### src/rtl/data_port_arbiter_pkg.sv
// Shared types for the unified-memory data port arbiter.
// Read tags travel alongside each read through the RAM latency.
package rv32_mem_pkg;

  typedef enum logic {
    OWN_CORE   = 1'b0,
    OWN_LOADER = 1'b1
  } owner_e;

  typedef struct packed {
    logic   valid;
    owner_e owner;
  } rd_tag_t;

  localparam int MEM_WORD_BYTES = 4;

endpackage

### src/rtl/data_port_arbiter_if.sv
// Bundle between the two requesters, the arbiter and RAM port B.
// slave is the arbiter's view, master the surrounding system's.
interface data_port_arbiter_if #(
  parameter int ADDR_W = 13
);
  logic              req0_i;
  logic              req1_i;
  logic [31:0]       addr0_i;
  logic [31:0]       addr1_i;
  logic [3:0]        we0_i;
  logic [3:0]        we1_i;
  logic [31:0]       wdata0_i;
  logic [31:0]       wdata1_i;
  logic              gnt0_o;
  logic              gnt1_o;
  logic              rvalid0_o;
  logic              rvalid1_o;
  logic [31:0]       rdata0_o;
  logic [31:0]       rdata1_o;
  logic              err0_o;
  logic              err1_o;
  logic [ADDR_W-1:0] mem_addr_o;
  logic [3:0]        mem_we_o;
  logic [31:0]       mem_din_o;
  logic [31:0]       mem_dout_i;

  modport slave (
    input  req0_i, req1_i,
    input  addr0_i, addr1_i,
    input  we0_i, we1_i,
    input  wdata0_i, wdata1_i,
    input  mem_dout_i,
    output gnt0_o, gnt1_o,
    output rvalid0_o, rvalid1_o,
    output rdata0_o, rdata1_o,
    output err0_o, err1_o,
    output mem_addr_o, mem_we_o,
    output mem_din_o
  );

  modport master (
    output req0_i, req1_i,
    output addr0_i, addr1_i,
    output we0_i, we1_i,
    output wdata0_i, wdata1_i,
    output mem_dout_i,
    input  gnt0_o, gnt1_o,
    input  rvalid0_o, rvalid1_o,
    input  rdata0_o, rdata1_o,
    input  err0_o, err1_o,
    input  mem_addr_o, mem_we_o,
    input  mem_din_o
  );

endinterface

### src/rtl/data_port_arbiter_rd_tag_pipe.sv
// Shift register of read tags, one stage per RAM read-latency cycle.
// Synchronous clear drops every in-flight tag.
module rd_tag_pipe
  import rv32_mem_pkg::*;
#(
  parameter int DEPTH = 2
) (
  input  logic    clk_i,
  input  logic    clr_i,
  input  rd_tag_t tag_i,
  output rd_tag_t tag_o
);

  rd_tag_t [DEPTH-1:0] pipe_q;
  rd_tag_t [DEPTH-1:0] pipe_d;

  always_comb begin
    pipe_d    = pipe_q;
    pipe_d[0] = tag_i;
    for (int i = 1; i < DEPTH; i++) begin
      pipe_d[i] = pipe_q[i-1];
    end
  end

  always_ff @(posedge clk_i) begin
    if (clr_i) begin
      pipe_q <= '0;
    end else begin
      pipe_q <= pipe_d;
    end
  end

  assign tag_o = pipe_q[DEPTH-1];

endmodule

### src/rtl/data_port_arbiter.sv
// Two-requester arbiter for the data port of the unified memory.
// Core has priority; the loader is forced through after MAX_WAIT losses.
module data_port_arbiter
  import rv32_mem_pkg::*;
#(
  parameter int ADDR_W       = 13,
  parameter int READ_LATENCY = 2,
  parameter int MAX_WAIT     = 4
) (
  input  logic                clk_i,
  input  logic                rst_i,
  data_port_arbiter_if.slave  bus
);

  localparam int WAIT_W = $clog2(MAX_WAIT + 1);
  localparam int BO     = $clog2(MEM_WORD_BYTES);
  localparam logic [WAIT_W-1:0] WAIT_MAX =
    WAIT_W'(MAX_WAIT);

  logic              gnt0;
  logic              gnt1;
  logic              any_gnt;
  logic              force1;
  logic              oor;
  logic [31:0]       sel_addr;
  logic [31:0]       sel_wdata;
  logic [3:0]        sel_we;
  logic [WAIT_W-1:0] wait_q, wait_d;
  logic [ADDR_W-1:0] addr_q, addr_d;
  logic              rvalid0_q, rvalid0_d;
  logic              rvalid1_q, rvalid1_d;
  logic [31:0]       rdata0_q, rdata0_d;
  logic [31:0]       rdata1_q, rdata1_d;
  logic              err0_q, err0_d;
  logic              err1_q, err1_d;
  rd_tag_t           tag_in;
  rd_tag_t           tag_out;

  always_comb begin
    force1  = bus.req1_i && (wait_q == WAIT_MAX);
    gnt0    = !rst_i && bus.req0_i && !force1;
    gnt1    = !rst_i && bus.req1_i
              && (!bus.req0_i || force1);
    any_gnt = gnt0 || gnt1;

    sel_addr  = gnt1 ? bus.addr1_i  : bus.addr0_i;
    sel_we    = gnt1 ? bus.we1_i    : bus.we0_i;
    sel_wdata = gnt1 ? bus.wdata1_i : bus.wdata0_i;
    oor       = |sel_addr[31:ADDR_W+BO];

    wait_d = wait_q;
    if (!bus.req1_i || gnt1) begin
      wait_d = '0;
    end else if (gnt0 && wait_q != WAIT_MAX) begin
      wait_d = wait_q + 1'b1;
    end

    // Idle cycles keep presenting the last address to the RAM.
    addr_d = any_gnt ? sel_addr[ADDR_W+BO-1:BO] : addr_q;

    tag_in.valid = any_gnt && !oor && (sel_we == 4'b0000);
    tag_in.owner = gnt1 ? OWN_LOADER : OWN_CORE;

    rvalid0_d = tag_out.valid && tag_out.owner == OWN_CORE;
    rvalid1_d = tag_out.valid && tag_out.owner == OWN_LOADER;
    rdata0_d  = rvalid0_d ? bus.mem_dout_i : rdata0_q;
    rdata1_d  = rvalid1_d ? bus.mem_dout_i : rdata1_q;

    err0_d = gnt0 && oor;
    err1_d = gnt1 && oor;
  end

  rd_tag_pipe #(
    .DEPTH (READ_LATENCY)
  ) u_tag_pipe (
    .clk_i (clk_i),
    .clr_i (rst_i),
    .tag_i (tag_in),
    .tag_o (tag_out)
  );

  always_ff @(posedge clk_i) begin
    if (rst_i) begin
      wait_q    <= '0;
      addr_q    <= '0;
      rvalid0_q <= 1'b0;
      rvalid1_q <= 1'b0;
      rdata0_q  <= '0;
      rdata1_q  <= '0;
      err0_q    <= 1'b0;
      err1_q    <= 1'b0;
    end else begin
      wait_q    <= wait_d;
      addr_q    <= addr_d;
      rvalid0_q <= rvalid0_d;
      rvalid1_q <= rvalid1_d;
      rdata0_q  <= rdata0_d;
      rdata1_q  <= rdata1_d;
      err0_q    <= err0_d;
      err1_q    <= err1_d;
    end
  end

  assign bus.gnt0_o     = gnt0;
  assign bus.gnt1_o     = gnt1;
  assign bus.rvalid0_o  = rvalid0_q;
  assign bus.rvalid1_o  = rvalid1_q;
  assign bus.rdata0_o   = rdata0_q;
  assign bus.rdata1_o   = rdata1_q;
  assign bus.err0_o     = err0_q;
  assign bus.err1_o     = err1_q;
  assign bus.mem_addr_o = addr_d;
  assign bus.mem_we_o   = (any_gnt && !oor) ? sel_we : 4'b0000;
  assign bus.mem_din_o  = any_gnt ? sel_wdata : 32'h0;

endmodule
### src/flat_wrapper.sv
// flat-port wrapper written by rule: the top's interface ports become plain ports
module data_port_arbiter_flat import rv32_mem_pkg::*;
#(
  parameter int ADDR_W       = 13,
  parameter int READ_LATENCY = 2,
  parameter int MAX_WAIT     = 4
)
  (clk_i, rst_i, bus_req0_i, bus_req1_i, bus_addr0_i, bus_addr1_i, bus_we0_i, bus_we1_i, bus_wdata0_i, bus_wdata1_i, bus_mem_dout_i, bus_gnt0_o, bus_gnt1_o, bus_rvalid0_o, bus_rvalid1_o, bus_rdata0_o, bus_rdata1_o, bus_err0_o, bus_err1_o, bus_mem_addr_o, bus_mem_we_o, bus_mem_din_o);
  data_port_arbiter_if #(.ADDR_W(ADDR_W)) bus_i ();
  input  logic clk_i;
  input  logic rst_i;
  input wire logic [$bits(bus_i.req0_i)-1:0] bus_req0_i;
  input wire logic [$bits(bus_i.req1_i)-1:0] bus_req1_i;
  input wire logic [$bits(bus_i.addr0_i)-1:0] bus_addr0_i;
  input wire logic [$bits(bus_i.addr1_i)-1:0] bus_addr1_i;
  input wire logic [$bits(bus_i.we0_i)-1:0] bus_we0_i;
  input wire logic [$bits(bus_i.we1_i)-1:0] bus_we1_i;
  input wire logic [$bits(bus_i.wdata0_i)-1:0] bus_wdata0_i;
  input wire logic [$bits(bus_i.wdata1_i)-1:0] bus_wdata1_i;
  input wire logic [$bits(bus_i.mem_dout_i)-1:0] bus_mem_dout_i;
  output wire logic [$bits(bus_i.gnt0_o)-1:0] bus_gnt0_o;
  output wire logic [$bits(bus_i.gnt1_o)-1:0] bus_gnt1_o;
  output wire logic [$bits(bus_i.rvalid0_o)-1:0] bus_rvalid0_o;
  output wire logic [$bits(bus_i.rvalid1_o)-1:0] bus_rvalid1_o;
  output wire logic [$bits(bus_i.rdata0_o)-1:0] bus_rdata0_o;
  output wire logic [$bits(bus_i.rdata1_o)-1:0] bus_rdata1_o;
  output wire logic [$bits(bus_i.err0_o)-1:0] bus_err0_o;
  output wire logic [$bits(bus_i.err1_o)-1:0] bus_err1_o;
  output wire logic [$bits(bus_i.mem_addr_o)-1:0] bus_mem_addr_o;
  output wire logic [$bits(bus_i.mem_we_o)-1:0] bus_mem_we_o;
  output wire logic [$bits(bus_i.mem_din_o)-1:0] bus_mem_din_o;
  assign bus_i.req0_i = bus_req0_i;
  assign bus_i.req1_i = bus_req1_i;
  assign bus_i.addr0_i = bus_addr0_i;
  assign bus_i.addr1_i = bus_addr1_i;
  assign bus_i.we0_i = bus_we0_i;
  assign bus_i.we1_i = bus_we1_i;
  assign bus_i.wdata0_i = bus_wdata0_i;
  assign bus_i.wdata1_i = bus_wdata1_i;
  assign bus_i.mem_dout_i = bus_mem_dout_i;
  assign bus_gnt0_o = bus_i.gnt0_o;
  assign bus_gnt1_o = bus_i.gnt1_o;
  assign bus_rvalid0_o = bus_i.rvalid0_o;
  assign bus_rvalid1_o = bus_i.rvalid1_o;
  assign bus_rdata0_o = bus_i.rdata0_o;
  assign bus_rdata1_o = bus_i.rdata1_o;
  assign bus_err0_o = bus_i.err0_o;
  assign bus_err1_o = bus_i.err1_o;
  assign bus_mem_addr_o = bus_i.mem_addr_o;
  assign bus_mem_we_o = bus_i.mem_we_o;
  assign bus_mem_din_o = bus_i.mem_din_o;
  data_port_arbiter #(.ADDR_W(ADDR_W), .READ_LATENCY(READ_LATENCY), .MAX_WAIT(MAX_WAIT)) u_core (.clk_i(clk_i), .rst_i(rst_i), .bus(bus_i));
endmodule
### config.mk
export PLATFORM = sky130hd
export DESIGN_NAME = data_port_arbiter_flat
export DESIGN_NICKNAME = d
export VERILOG_FILES = /design/src/rtl/data_port_arbiter_pkg.sv /design/src/rtl/data_port_arbiter_if.sv /design/src/rtl/data_port_arbiter_rd_tag_pipe.sv /design/src/rtl/data_port_arbiter.sv /design/src/flat_wrapper.sv
export SDC_FILE = /design/constraint.sdc
export NUM_CORES = 1
export LEC_CHECK = 0
export CAP_MARGIN = 20
export CORE_ASPECT_RATIO = 1.4
export CORE_MARGIN = 10
export CORE_UTILIZATION = 34
export DETAILED_ROUTE_END_ITERATION = 16
export MAX_ROUTING_LAYER = met4
export PLACE_DENSITY = 0.84
export SYNTH_ARGS = -nofsm -noshare
export SYNTH_HDL_FRONTEND = slang
export SYNTH_SLANG_ARGS = --single-unit
### constraint.sdc
create_clock -name clk_i -period 2.05 [get_ports clk_i]
set_input_delay 0.41 -clock clk_i [delete_from_list [all_inputs] [get_ports clk_i]]
set_output_delay 0.41 -clock clk_i [all_outputs]
set_load 0.005 [all_outputs]
==> metrics.txt, run 1 <==
# TYPE chip_impl_metric gauge
chip_impl_info{name="run_status",value="complete, but fails checks"} 1
chip_impl_info{name="failed_checks",value="setup timing"} 1
chip_impl_metric{name="critPathArrivalTime",unit="ns"} 1.94
chip_impl_metric{name="worst_pin_slew",unit="ns"} 0.705
chip_impl_metric{name="asyncSetResetFlopFracSynth",unit=""} 0
chip_impl_metric{name="numPlacedInstances",unit=""} 970
chip_impl_metric{name="crit_fanout",unit=""} 16
chip_impl_metric{name="reg2reg_depth",unit=""} 11
chip_impl_metric{name="cts.clk_slew.worst_paths",unit="ns"} 0.06
chip_impl_info{name="setup.worst_path.start_class",value="register"} 1
chip_impl_metric{name="grt_use_total",unit=""} 0.226
chip_impl_metric{name="number_of_register_bits_inferred_by_synthesis",unit=""} 88
chip_impl_metric{name="report.final.slew_viol_count",unit=""} 0
chip_impl_metric{name="setup-violations-final",unit=""} 50
chip_impl_info{name="worst_setup_path_end_kind",value="primary output"} 1
chip_impl_metric{name="yosysUniqueCellTypes",unit=""} 28
chip_impl_metric{name="worst_ir_drop_vdd",unit="uV"} 341
chip_impl_metric{name="final.setup.tns",unit="ns"} -9.96
chip_impl_metric{name="sequential_cell_area",unit="sq um"} 1760
chip_impl_metric{name="clock.fmax",unit="MHz"} 426
chip_impl_metric{name="num-nets-final",unit=""} 1043
chip_impl_metric{name="wirelength",unit="um"} 19900
chip_impl_metric{name="timing.critical_path.required",unit="ns"} 1.64
chip_impl_metric{name="postSynthCellCount",unit=""} 535
chip_impl_metric{name="fillCellCount",unit=""} 808
chip_impl_metric{name="overflow",unit=""} 0
chip_impl_metric{name="min_period_over_period",unit=""} 1.15
chip_impl_metric{name="static_leakage",unit="nW"} 3.11
chip_impl_metric{name="worstSkewPairLatency",unit="ns"} 0.34
chip_impl_metric{name="synthesis.nets",unit=""} 709
chip_impl_metric{name="reg2reg_setup_slack",unit="ns"} 0.23
chip_impl_metric{name="ioPinCount",unit=""} 291
chip_impl_info{name="ctsRootBufferMaster",value="clkbuf_16"} 1
chip_impl_metric{name="grt_antenna_before_repair",unit=""} 0
chip_impl_metric{name="chipWidth",unit="um"} 111
chip_impl_metric{name="area_growth_syn_to_layout",unit="%"} 108
chip_impl_metric{name="p_total",unit="W"} 0.00434
chip_impl_metric{name="clock_path_buffers",unit=""} 2
chip_impl_metric{name="routedWlPerCell",unit="um"} 19.6
chip_impl_metric{name="drc",unit=""} 0
chip_impl_metric{name="floorplan.die.height",unit="um"} 147
chip_impl_metric{name="die_area",unit="sq um"} 16400
chip_impl_metric{name="finish.cell_count_without_fillers",unit=""} 1017
chip_impl_metric{name="m1WireLength",unit="um"} 7050
chip_impl_metric{name="area_of_combinational_cells_with_multiple_inputs",unit="sq um"} 2510
chip_impl_metric{name="maxCapViolations",unit=""} 0
chip_impl_metric{name="start_util",unit=""} 0.347
chip_impl_info{name="tritoncts_clock_tree",value="built"} 1
chip_impl_metric{name="cts_max_level",unit=""} 3
chip_impl_metric{name="synth_enable_flop_cells",unit=""} 0
chip_impl_metric{name="hold_viol",unit=""} 0
chip_impl_metric{name="final_critical_path_setup_slack",unit="ns"} -0.298
chip_impl_metric{name="grt_max_degree",unit=""} 64
chip_impl_metric{name="num_cts_buffers",unit=""} 9
chip_impl_metric{name="detailed_place_hpwl",unit="um"} 14100
chip_impl_metric{name="diode_insertion_count_for_antenna_repair",unit=""} 0
chip_impl_metric{name="antenna_left",unit=""} 0
chip_impl_info{name="holdCritPathClass",value="reg2reg"} 1
chip_impl_metric{name="port_buffers",unit=""} 286
chip_impl_metric{name="finalWorstPathRequiredPeriod",unit="ns"} 2.35
chip_impl_metric{name="global_route_wire_length_before_repair",unit="um"} 29300
chip_impl_metric{name="whs_path_depth",unit=""} 1
chip_impl_info{name="setup.worst_path.class",value="reg2out"} 1
chip_impl_metric{name="post_route_cells_drive_above_1_share",unit=""} 0.279
chip_impl_metric{name="synthesis.area",unit="sq um"} 3940
chip_impl_metric{name="sequential_cell_area_fraction_in_the_yosys_report",unit=""} 0.447
chip_impl_metric{name="num_vias",unit=""} 5257
chip_impl_metric{name="fp.coreArea",unit="sq um"} 11300
chip_impl_info{name="top_layer",value="met4"} 1
chip_impl_metric{name="post_cts_hold_buffer_count",unit=""} 0
chip_impl_metric{name="gp_congestion",unit=""} 0.904
chip_impl_metric{name="cts_num_sinks",unit=""} 88
chip_impl_metric{name="num_rows",unit=""} 46
chip_impl_metric{name="power-per-cell-area",unit="nW/um^2"} 530
chip_impl_metric{name="fin_worst_skew",unit="ns"} 0.00359
chip_impl_metric{name="firstDrtPassIters",unit=""} 6
chip_impl_metric{name="synth.avg_cell_area",unit="sq um"} 7.36
chip_impl_info{name="yosys_most_used_dff",value="dfxtp_1"} 1
chip_impl_info{name="grt_setup_unrepaired",value="yes"} 1
chip_impl_metric{name="avgViaCountPerCell",unit=""} 5.17
chip_impl_metric{name="yosys_warnings",unit=""} 0
chip_impl_metric{name="relSlewSlack",unit=""} 0.530
chip_impl_metric{name="met2_length",unit="um"} 10700
chip_impl_metric{name="via_count_of_the_first_global_routing_pass",unit=""} 5503
chip_impl_metric{name="drt_iter0_markers",unit=""} 275
chip_impl_metric{name="met3RoutedLength",unit="um"} 1490
-- per-stage QoR --
step / hold WS, ns / cell area, sq um / util / worst slack (ns)
after floorplan: 0.414 / 3940 / - / 0.0693
after global placement: 0.418 / 7220 / 0.636 / -0.948
after detailed placement: 0.429 / 7220 / 0.636 / -0.945
after CTS: 0.444 / 7830 / 0.690 / -0.287
after global routing: 0.464 / 8190 / 0.722 / -0.406
final: 0.451 / 8190 / 0.722 / -0.298
-- cells in the final DEF (no fill, tap or decap), drive strengths merged --
master	instances
clkdlybuf4s15	1
or3	2
o21ai	1
clkdlybuf4s50	212
nor4	7
o41a	1
ha	2
nor3	3
mux2i	17
inv	4
a2111oi	1
dlygate4sd2	20
xnor2	1
dfxtp	88
clkinv	2
nand2	164
a21oi	112
nand4	2
and2	3
a211oi	16
clkinvlp	1
clkbuf	13
nand3	34
buf	131
and3	2
nor2b	3
dlymetal6s2s	1
bufinv	1
nor2	25
nand2b	3
-- routing by layer --
metal  track usage  up-vias
li1              -     2486
met1         0.226     2423
met2         0.413      291
met3        0.0522       57
met4        0.0888        0
met5             -        -
-- timing repair --
item	CTS	global route
resized for setup	293	73
endpoints found under the hold margin	0	0
pin swaps	53	46
setup endpoints to repair	51	51
buffers inserted	18	10
gates cloned	5	2
-- worst paths after layout --
check / start / to
worst min-delay path: u_core.u_tag_pipe.pipe_d[2] / u_core.u_tag_pipe.tag_o[0]
worst max register to register: u_core.wait_q[0] / u_core.addr_q[4]
worst min register to register: u_core.u_tag_pipe.pipe_d[2] / u_core.u_tag_pipe.tag_o[0]
worst max-delay path: u_core.wait_q[0] / bus_mem_din_o[20]
-- power by group --
group          internal [W]  total (W)  switching (W)  leakage (nW)
registers           0.00173    0.00174     0.00000703         0.713
clock network      0.000970    0.00163       0.000655         0.145
logic              0.000569   0.000971       0.000402          2.25
-- cells by family (layout without fill, tap and decap cells) --
group | after synthesis | after routing | synth area share
simple gates | 248 | 248 | 0.265
buf+inv | 48 | 386 | 0.0515
xor+xnor | 1 | 1 | 0.00222
compound gates | 131 | 131 | 0.185
flops | 88 | 88 | 0.447
fa+ha+maj | 2 | 2 | 0.00635
mux | 17 | 17 | 0.0432
-- worst max-delay path: stages (launching register included) --
cell and delay (ns):
dfxtp_2 0.34, inv_2 0.05, ha_4 0.17, buf_6 0.12
nand3_4 0.08, and2_4 0.24, buf_16 0.16, nand2_1 0.08
a21oi_1 0.20, buf_2 0.16
-- state kept, by name, indices dropped and copies added (netlist names) --
signal / count
u_core.u_tag_pipe.pipe_d: 2
u_core.bus.rvalid1_o: 1
u_core.addr_q: 13
u_core.bus.rdata0_o: 32
u_core.bus.err0_o: 1
u_core.bus.err1_o: 1
u_core.wait_q: 3
u_core.bus.rdata1_o: 32
u_core.u_tag_pipe.tag_o: 2
u_core.bus.rvalid0_o: 1
-- cell usage after synthesis (2+ instances only) --
| cell | number | area share |
|---|---|---|
| nor2_1 | 24 | 0.023 |
| ha_1 | 2 | 0.0064 |
| nor2b_1 | 3 | 0.0048 |
| and3_1 | 2 | 0.0032 |
| nor4_1 | 7 | 0.011 |
| nand2b_1 | 2 | 0.0032 |
| buf_2 | 6 | 0.0076 |
| a211oi_1 | 16 | 0.030 |
| and2_1 | 3 | 0.0048 |
| nand3_1 | 34 | 0.043 |
| buf_4 | 4 | 0.0076 |
| a21oi_1 | 111 | 0.14 |
| nor3_1 | 3 | 0.0038 |
| mux2i_1 | 17 | 0.043 |
| nand4_1 | 2 | 0.0032 |
| clkbuf_1 | 34 | 0.032 |
| dfxtp_1 | 88 | 0.45 |
| nand2_1 | 164 | 0.16 |
| inv_1 | 3 | 0.0029 |
| or3_1 | 2 | 0.0032 |
-- layout make-up --
| cell class | count | area share |
|---|---|---|
| Clock inverter | 5 | 0.00688 |
| Inverter | 3 | 0.00138 |
| Multi-Input combinational cell | 399 | 0.306 |
| Timing Repair Buffer | 368 | 0.419 |
| Clock buffer | 10 | 0.0292 |
| Tap cell | 144 | 0.0220 |
| Sequential cell | 88 | 0.216 |
Note: power is estimated with default switching activity, not from simulation.
==> run 2: changes to the inputs <==
--- a/config.mk
+++ b/config.mk
@@ -8,10 +8,10 @@
 export CAP_MARGIN = 20
 export CORE_ASPECT_RATIO = 1.4
 export CORE_MARGIN = 10
-export CORE_UTILIZATION = 34
+export CORE_UTILIZATION = 37
 export DETAILED_ROUTE_END_ITERATION = 16
 export MAX_ROUTING_LAYER = met4
-export PLACE_DENSITY = 0.84
+export PLACE_DENSITY = 0.9
 export SYNTH_ARGS = -nofsm -noshare
 export SYNTH_HDL_FRONTEND = slang
 export SYNTH_SLANG_ARGS = --single-unit
==> constraint.sdc (replaced) <==
create_clock -name clk_i -period 2.9 [get_ports clk_i]
set_input_delay 0.58 -clock clk_i [delete_from_list [all_inputs] [get_ports clk_i]]
set_output_delay 0.58 -clock clk_i [all_outputs]
set_load 0.005 [all_outputs]
==> metrics.txt, run 2 (synthesis results as in run 1) <==
# TYPE chip_impl_metric gauge
chip_impl_info{name="run_status",value="completed"} 1
chip_impl_metric{name="combPwrFrac",unit=""} 0.201
chip_impl_info{name="crit_family",value="buffers and inverters"} 1
chip_impl_metric{name="hold_viol",unit=""} 0
chip_impl_info{name="setup.worst_path.start_class",value="input port"} 1
chip_impl_info{name="mostFrequentLayoutCells",value="250 x clkdlybuf4s50_1, 162 x nand2_1, 111 x a21oi_1, 87 x dfxtp_1, 41 x buf_4"} 1
chip_impl_metric{name="via_count_of_the_first_global_routing_pass",unit=""} 5139
chip_impl_metric{name="timing.critical_path.required",unit="ns"} 2.32
chip_impl_metric{name="post_route_worst_hold_slack",unit="ns"} 0.434
chip_impl_metric{name="worstSkewPairLatency",unit="ns"} 0.34
chip_impl_metric{name="drc",unit=""} 0
chip_impl_metric{name="crit_fanout",unit=""} 12
chip_impl_metric{name="report.final.slew_viol_count",unit=""} 0
chip_impl_metric{name="finalWorstPathRequiredPeriod",unit="ns"} 2.84
chip_impl_info{name="critical_path.reg2reg.startpoint",value="u_core.wait_q[0]"} 1
chip_impl_metric{name="reg2reg_depth",unit=""} 9
chip_impl_info{name="master_of_the_slowest_instance_on_the_critical_path",value="clkdlybuf4s50_1"} 1
chip_impl_info{name="ctsRootBufferMaster",value="clkbuf_16"} 1
chip_impl_metric{name="chipWidth",unit="um"} 107
chip_impl_metric{name="setup-violations-final",unit=""} 0
chip_impl_metric{name="post_route_cells_drive_above_1_share",unit=""} 0.108
chip_impl_metric{name="drt_iter0_markers",unit=""} 275
chip_impl_metric{name="global_route_wire_length_before_repair",unit="um"} 27000
chip_impl_metric{name="gp_congestion",unit=""} 0.890
chip_impl_info{name="tritoncts_clock_tree",value="built"} 1
chip_impl_metric{name="diode_insertion_count_for_antenna_repair",unit=""} 0
chip_impl_info{name="setup.worst_path.class",value="in2out"} 1
chip_impl_metric{name="ioPinCount",unit=""} 291
chip_impl_metric{name="grt_antenna_before_repair",unit=""} 0
chip_impl_metric{name="die_area",unit="sq um"} 15200
chip_impl_metric{name="internal_power",unit="W"} 0.00226
chip_impl_metric{name="firstDrtPassIters",unit=""} 5
chip_impl_metric{name="maxCapViolations",unit=""} 0
chip_impl_metric{name="worst_ir_drop_vdd",unit="uV"} 235
chip_impl_metric{name="overflow",unit=""} 0
chip_impl_metric{name="min_period_over_period",unit=""} 0.981
chip_impl_metric{name="cts_max_level",unit=""} 3
chip_impl_metric{name="worst_pin_slew",unit="ns"} 0.890
chip_impl_metric{name="num_vias",unit=""} 5043
chip_impl_info{name="timing.critical_path.cells",value="dlygate4sd2_1, buf_4, nor2_1, nor2_2, bufbuf_16, a21oi_1, clkdlybuf4s50_1"} 1
chip_impl_metric{name="net-switching-power",unit="W"} 0.000687
chip_impl_metric{name="num-nets-final",unit=""} 1009
chip_impl_metric{name="critPathBufInv",unit=""} 4
chip_impl_info{name="commonest_non_fill_non_tap_cell_in_the_layout",value="clkdlybuf4s50_1"} 1
chip_impl_metric{name="whs_path_depth",unit=""} 1
chip_impl_metric{name="switching_share",unit=""} 0.233
chip_impl_info{name="hold_crit_start",value="u_core.u_tag_pipe.pipe_d[2]"} 1
chip_impl_metric{name="area_growth_syn_to_layout",unit="%"} 94.9
chip_impl_info{name="worst_setup_path_end_kind",value="primary output"} 1
chip_impl_metric{name="relSlewSlack",unit=""} 0.401
chip_impl_metric{name="num_cts_buffers",unit=""} 9
chip_impl_metric{name="pre_cts_ws",unit="ns"} -0.446
chip_impl_metric{name="final_critical_path_setup_slack",unit="ns"} 0.0559
chip_impl_metric{name="fp.coreArea",unit="sq um"} 10400
chip_impl_metric{name="antenna_left",unit=""} 0
chip_impl_metric{name="floorplan.die.height",unit="um"} 142
chip_impl_metric{name="detailed_place_hpwl",unit="um"} 14000
chip_impl_metric{name="path_depth",unit=""} 7
chip_impl_metric{name="static_leakage",unit="nW"} 3.02
chip_impl_metric{name="avgViaCountPerCell",unit=""} 5.16
chip_impl_metric{name="wirelength",unit="um"} 18400
chip_impl_metric{name="power-per-cell-area",unit="nW/um^2"} 384
chip_impl_metric{name="p_total",unit="W"} 0.00295
chip_impl_metric{name="start_util",unit=""} 0.379
chip_impl_metric{name="reg2reg_setup_slack",unit="ns"} 1.02
chip_impl_info{name="whs_endpoint",value="u_core.u_tag_pipe.tag_o[0]"} 1
chip_impl_metric{name="clock_power_share",unit=""} 0.382
chip_impl_metric{name="fin_worst_skew",unit="ns"} 0.00799
chip_impl_metric{name="port_buffers",unit=""} 286
chip_impl_metric{name="grt_use_total",unit=""} 0.229
chip_impl_metric{name="slowest_delay",unit="ns"} 0.55
chip_impl_metric{name="post_cts_hold_buffer_count",unit=""} 0
chip_impl_metric{name="cts_num_sinks",unit=""} 88
chip_impl_metric{name="critPathArrivalTime",unit="ns"} 2.26
chip_impl_metric{name="grt_max_degree",unit=""} 52
chip_impl_metric{name="routedWlPerCell",unit="um"} 18.8
chip_impl_metric{name="power.share.sequential",unit=""} 0.417
chip_impl_metric{name="num_rows",unit=""} 44
chip_impl_metric{name="clock_path_buffers",unit=""} 2
chip_impl_info{name="reg2reg_to",value="u_core.u_tag_pipe.pipe_d[3]"} 1
chip_impl_metric{name="clock.fmax",unit="MHz"} 352
chip_impl_metric{name="cts.clk_slew.worst_paths",unit="ns"} 0.06
chip_impl_info{name="holdCritPathClass",value="reg2reg"} 1
-- run 2: stage by stage --
| stage | area [sq um] | setup TNS (ns) | utilization | instances |
|---|---|---|---|---|
| floorplan | 3940 | 0 | - | 535 |
| global placement | 7110 | -9.29 | 0.683 | 952 |
| detailed placement | 7110 | -11.61 | 0.683 | 952 |
| CTS | 7550 | -0.0371 | 0.726 | 972 |
| global route | 7680 | -0.0479 | 0.738 | 977 |
| finish | 7680 | 0 | 0.738 | 977 |
-- run 2: final cells by class --
| cell class | instances | area (sq um) |
|---|---|---|
| clock buffers | 10 | 229 |
| clock inverters | 5 | 56.3 |
| fillers | 708 | 2730 |
| inverters | 3 | 11.3 |
| multi-input cells | 399 | 2070 |
| flip-flops and latches | 88 | 1760 |
| well taps | 138 | 173 |
| repair buffers | 334 | 3370 |
-- run 2: routing by layer --
metal,global-route usage,wire length [um],up-vias
met5,-,0,-
met4,0.117,881,0
met3,0.0571,1390,58
met2,0.404,9700,279
met1,0.228,6410,2299
li1,-,-,2407
-- run 2: timing repair --
item	CTS	global route
gates resized for setup	40	31
cloned	3	0
pin swaps	2	3
setup buffers	2	4
setup endpoints to repair	50	26
-- run 2: how the worst max path moves through the flow --
stage | start | endpoint | slack (ns)
floorplan | bus_addr0_i[16] | bus_mem_we_o[0] | 0.66
global route | bus_addr0_i[22] | bus_mem_we_o[2] | -0.03
CTS | bus_addr0_i[18] | bus_mem_we_o[2] | -0.04
finish | bus_req0_i | bus_mem_addr_o[0] | 0.06
global placement | bus_addr0_i[26] | bus_mem_we_o[2] | -0.41
detailed placement | bus_addr0_i[26] | bus_mem_we_o[2] | -0.45
-- run 2: power groups by stage --
stage / Sequential (W) / Clock [W] / Combinational [W]
6_report: 0.00123 / 0.00113 / 0.000593
3_3_place_gp: 0.00126 / 0 / 0.000545
5_1_grt: 0.00123 / 0.00120 / 0.000632
4_1_cts: 0.00123 / 0.00115 / 0.000583
2_1_floorplan: 0.00126 / 0 / 0.000153
3_5_place_dp: 0.00126 / 0 / 0.000560
-- run 2: worst register-to-register path, stage by stage (launching register included) --
cell	delay [ns]
dfxtp_2	0.33
inv_1	0.10
ha_4	0.17
nand2_2	0.09
a21oi_4	0.20
buf_4	0.16
nand4_1	0.09
buf_4	0.18
buf_4	0.15
a2111oi_4	0.32
==> run 3: changes to the inputs <==
--- a/config.mk
+++ b/config.mk
@@ -12,6 +12,8 @@
 export DETAILED_ROUTE_END_ITERATION = 16
 export MAX_ROUTING_LAYER = met4
 export PLACE_DENSITY = 0.9
+export SKIP_LAST_GASP = 1
+export SLEW_MARGIN = 10
 export SYNTH_ARGS = -nofsm -noshare
 export SYNTH_HDL_FRONTEND = slang
 export SYNTH_SLANG_ARGS = --single-unit
==> metrics.txt, run 3 (synthesis results as in run 1) <==
# TYPE chip_impl_metric gauge
chip_impl_metric{name="maxCapViolations",unit=""} 0
chip_impl_metric{name="via_count_of_the_first_global_routing_pass",unit=""} 5143
chip_impl_metric{name="global_route_wire_length_before_repair",unit="um"} 27100
chip_impl_metric{name="antenna_left",unit=""} 0
chip_impl_metric{name="critPathArrivalTime",unit="ns"} 2.37
chip_impl_metric{name="power-per-cell-area",unit="nW/um^2"} 382
chip_impl_metric{name="relSlewSlack",unit=""} 0.382
chip_impl_metric{name="area_growth_syn_to_layout",unit="%"} 96.3
chip_impl_info{name="holdCritPathClass",value="reg2reg"} 1
chip_impl_metric{name="detailed_place_hpwl",unit="um"} 14000
chip_impl_metric{name="ioPinCount",unit=""} 291
chip_impl_info{name="worst_setup_path_end_kind",value="primary output"} 1
chip_impl_metric{name="drt_iter0_markers",unit=""} 277
chip_impl_info{name="timing.critical_path.cells",value="dlygate4sd2_1, buf_4, nor2_1, nor2_2, bufbuf_16, buf_4, a21oi_1, clkdlybuf4s50_1"} 1
chip_impl_metric{name="floorplan.die.height",unit="um"} 142
chip_impl_metric{name="static_leakage",unit="nW"} 3.10
chip_impl_metric{name="clock_path_buffers",unit=""} 2
chip_impl_info{name="mostFrequentLayoutCells",value="249 x clkdlybuf4s50_1, 162 x nand2_1, 111 x a21oi_1, 87 x dfxtp_1, 41 x buf_4"} 1
chip_impl_metric{name="num_rows",unit=""} 44
chip_impl_metric{name="cts_num_sinks",unit=""} 88
chip_impl_metric{name="port_buffers",unit=""} 286
chip_impl_metric{name="final_design_area_no_fill",unit="sq um"} 7730
chip_impl_metric{name="place_area",unit="sq um"} 7110
chip_impl_metric{name="routedWlPerCell",unit="um"} 19.1
chip_impl_info{name="crit_family",value="buffers and inverters"} 1
chip_impl_info{name="commonest_non_fill_non_tap_cell_in_the_layout",value="clkdlybuf4s50_1"} 1
chip_impl_metric{name="path_depth",unit=""} 8
chip_impl_metric{name="finalWorstPathRequiredPeriod",unit="ns"} 2.95
chip_impl_metric{name="fp.coreArea",unit="sq um"} 10400
chip_impl_metric{name="switching_share",unit=""} 0.233
chip_impl_metric{name="power.share.sequential",unit=""} 0.417
chip_impl_metric{name="avgViaCountPerCell",unit=""} 5.16
chip_impl_info{name="ctsRootBufferMaster",value="clkbuf_16"} 1
chip_impl_metric{name="fin_worst_skew",unit="ns"} 0.00555
chip_impl_metric{name="reg2reg_depth",unit=""} 9
chip_impl_metric{name="drc",unit=""} 0
chip_impl_metric{name="cts.clk_slew.worst_paths",unit="ns"} 0.06
chip_impl_metric{name="finish.cell_count_without_fillers",unit=""} 978
chip_impl_metric{name="grt_max_degree",unit=""} 52
chip_impl_metric{name="diode_insertion_count_for_antenna_repair",unit=""} 0
chip_impl_metric{name="gp_congestion",unit=""} 0.890
chip_impl_info{name="worst_path_most_repeated_cell",value="buf_4"} 1
chip_impl_info{name="timing.critical_path.to",value="bus_mem_addr_o[7]"} 1
chip_impl_metric{name="wirelength",unit="um"} 18700
chip_impl_info{name="crit_start",value="bus_req0_i"} 1
chip_impl_metric{name="net-switching-power",unit="W"} 0.000687
chip_impl_info{name="failed_checks",value="setup timing"} 1
chip_impl_metric{name="reg2reg_setup_slack",unit="ns"} 0.92
chip_impl_info{name="master_of_the_slowest_instance_on_the_critical_path",value="clkdlybuf4s50_1"} 1
chip_impl_metric{name="die_area",unit="sq um"} 15200
chip_impl_info{name="grt_setup_unrepaired",value="yes"} 1
chip_impl_metric{name="grt_antenna_before_repair",unit=""} 0
chip_impl_metric{name="numPlacedInstances",unit=""} 952
chip_impl_metric{name="firstDrtPassIters",unit=""} 6
chip_impl_metric{name="p_total",unit="W"} 0.00296
chip_impl_metric{name="worst_ir_drop_vdd",unit="uV"} 234
chip_impl_metric{name="combPwrFrac",unit=""} 0.204
chip_impl_metric{name="chipWidth",unit="um"} 107
chip_impl_info{name="setup.worst_path.class",value="in2out"} 1
chip_impl_metric{name="num_vias",unit=""} 5046
chip_impl_metric{name="timing.critical_path.required",unit="ns"} 2.32
chip_impl_metric{name="min_period_over_period",unit=""} 1.02
chip_impl_info{name="setup.worst_path.start_class",value="input port"} 1
chip_impl_metric{name="worst_pin_slew",unit="ns"} 0.917
chip_impl_metric{name="final_util",unit=""} 0.743
chip_impl_info{name="reg2reg_to",value="u_core.u_tag_pipe.pipe_d[3]"} 1
chip_impl_metric{name="final_critical_path_setup_slack",unit="ns"} -0.0521
chip_impl_metric{name="cts_max_level",unit=""} 3
chip_impl_metric{name="start_util",unit=""} 0.379
chip_impl_metric{name="num-nets-final",unit=""} 1010
chip_impl_metric{name="slowest_delay",unit="ns"} 0.55
chip_impl_metric{name="worstSkewPairLatency",unit="ns"} 0.34
chip_impl_metric{name="internal_power",unit="W"} 0.00227
chip_impl_metric{name="grt_use_total",unit=""} 0.230
chip_impl_metric{name="crit_fanout",unit=""} 12
chip_impl_metric{name="overflow",unit=""} 0
chip_impl_metric{name="clock_power_share",unit=""} 0.380
chip_impl_metric{name="post_route_cells_drive_above_1_share",unit=""} 0.110
chip_impl_metric{name="setup-violations-final",unit=""} 5
chip_impl_metric{name="num_cts_buffers",unit=""} 9
chip_impl_metric{name="hold_viol",unit=""} 0
chip_impl_info{name="run_status",value="complete, but fails checks"} 1
chip_impl_metric{name="critPathBufInv",unit=""} 5
chip_impl_info{name="critical_path.reg2reg.startpoint",value="u_core.wait_q[0]"} 1
chip_impl_metric{name="report.final.slew_viol_count",unit=""} 0
chip_impl_metric{name="fillCellCount",unit=""} 698
chip_impl_info{name="tritoncts_clock_tree",value="built"} 1
chip_impl_metric{name="clock.fmax",unit="MHz"} 339
==> run 3: power groups by stage <==
stage	clock [W]	combinational, W	sequential, W
floorplan	0	0.000153	0.00126
global placement	0	0.000545	0.00126
detailed placement	0	0.000560	0.00126
CTS	0.00115	0.000587	0.00123
global route	0.00120	0.000639	0.00123
finish	0.00112	0.000602	0.00123
==> run 3: layer usage <==
metal,up-vias,routed length [um],GRT usage
li1,2408,-,-
met1,2321,6610,0.230
met2,262,9960,0.405
met3,55,1310,0.0571
met4,0,813,0.112
met5,-,0,-
==> run 3: repair_timing <==
action,4_1_cts,5_1_grt
buffers inserted,2,4
hold buffers,0,0
pin swaps,2,3
endpoints found under the setup margin,50,31
cloned,3,1
gates resized for setup,31,37
endpoints found under the hold margin,0,0
==> run 3: cell type report <==
cell class / count / area, sq um / area share
clock inverter: 5 / 56.3 / 0.00728
sequential: 88 / 1760 / 0.228
tap: 138 / 173 / 0.0223
timing repair buffer: 335 / 3430 / 0.443
inverter: 3 / 11.3 / 0.00146
clock buffer: 10 / 229 / 0.0296
multi-input combinational: 399 / 2070 / 0.268
==> run 3: stage by stage <==
| stage | hold WS, ns | TNS [ns] | worst slack (ns) |
|---|---|---|---|
| floorplan | 0.414 | 0 | 0.659 |
| global placement | 0.423 | -9.29 | -0.412 |
| detailed placement | 0.423 | -11.61 | -0.446 |
| CTS | 0.437 | -0.365 | -0.0663 |
| global route | 0.469 | -0.636 | -0.140 |
| finish | 0.434 | -0.111 | -0.0521 |
==> run 3: how the worst min path moves through the flow <==
stage                                startpoint                    endpoint  slack [ns]  cells past startpoint
floorplan           u_core.u_tag_pipe.pipe_d[2]  u_core.u_tag_pipe.tag_o[0]        0.41                      1
global placement    u_core.u_tag_pipe.pipe_d[2]  u_core.u_tag_pipe.tag_o[0]        0.42                      1
detailed placement  u_core.u_tag_pipe.pipe_d[2]  u_core.u_tag_pipe.tag_o[0]        0.42                      1
CTS                 u_core.u_tag_pipe.pipe_d[2]  u_core.u_tag_pipe.tag_o[0]        0.44                      1
global route        u_core.u_tag_pipe.pipe_d[3]  u_core.u_tag_pipe.tag_o[1]        0.47                      1
finish              u_core.u_tag_pipe.pipe_d[2]  u_core.u_tag_pipe.tag_o[0]        0.43                      1
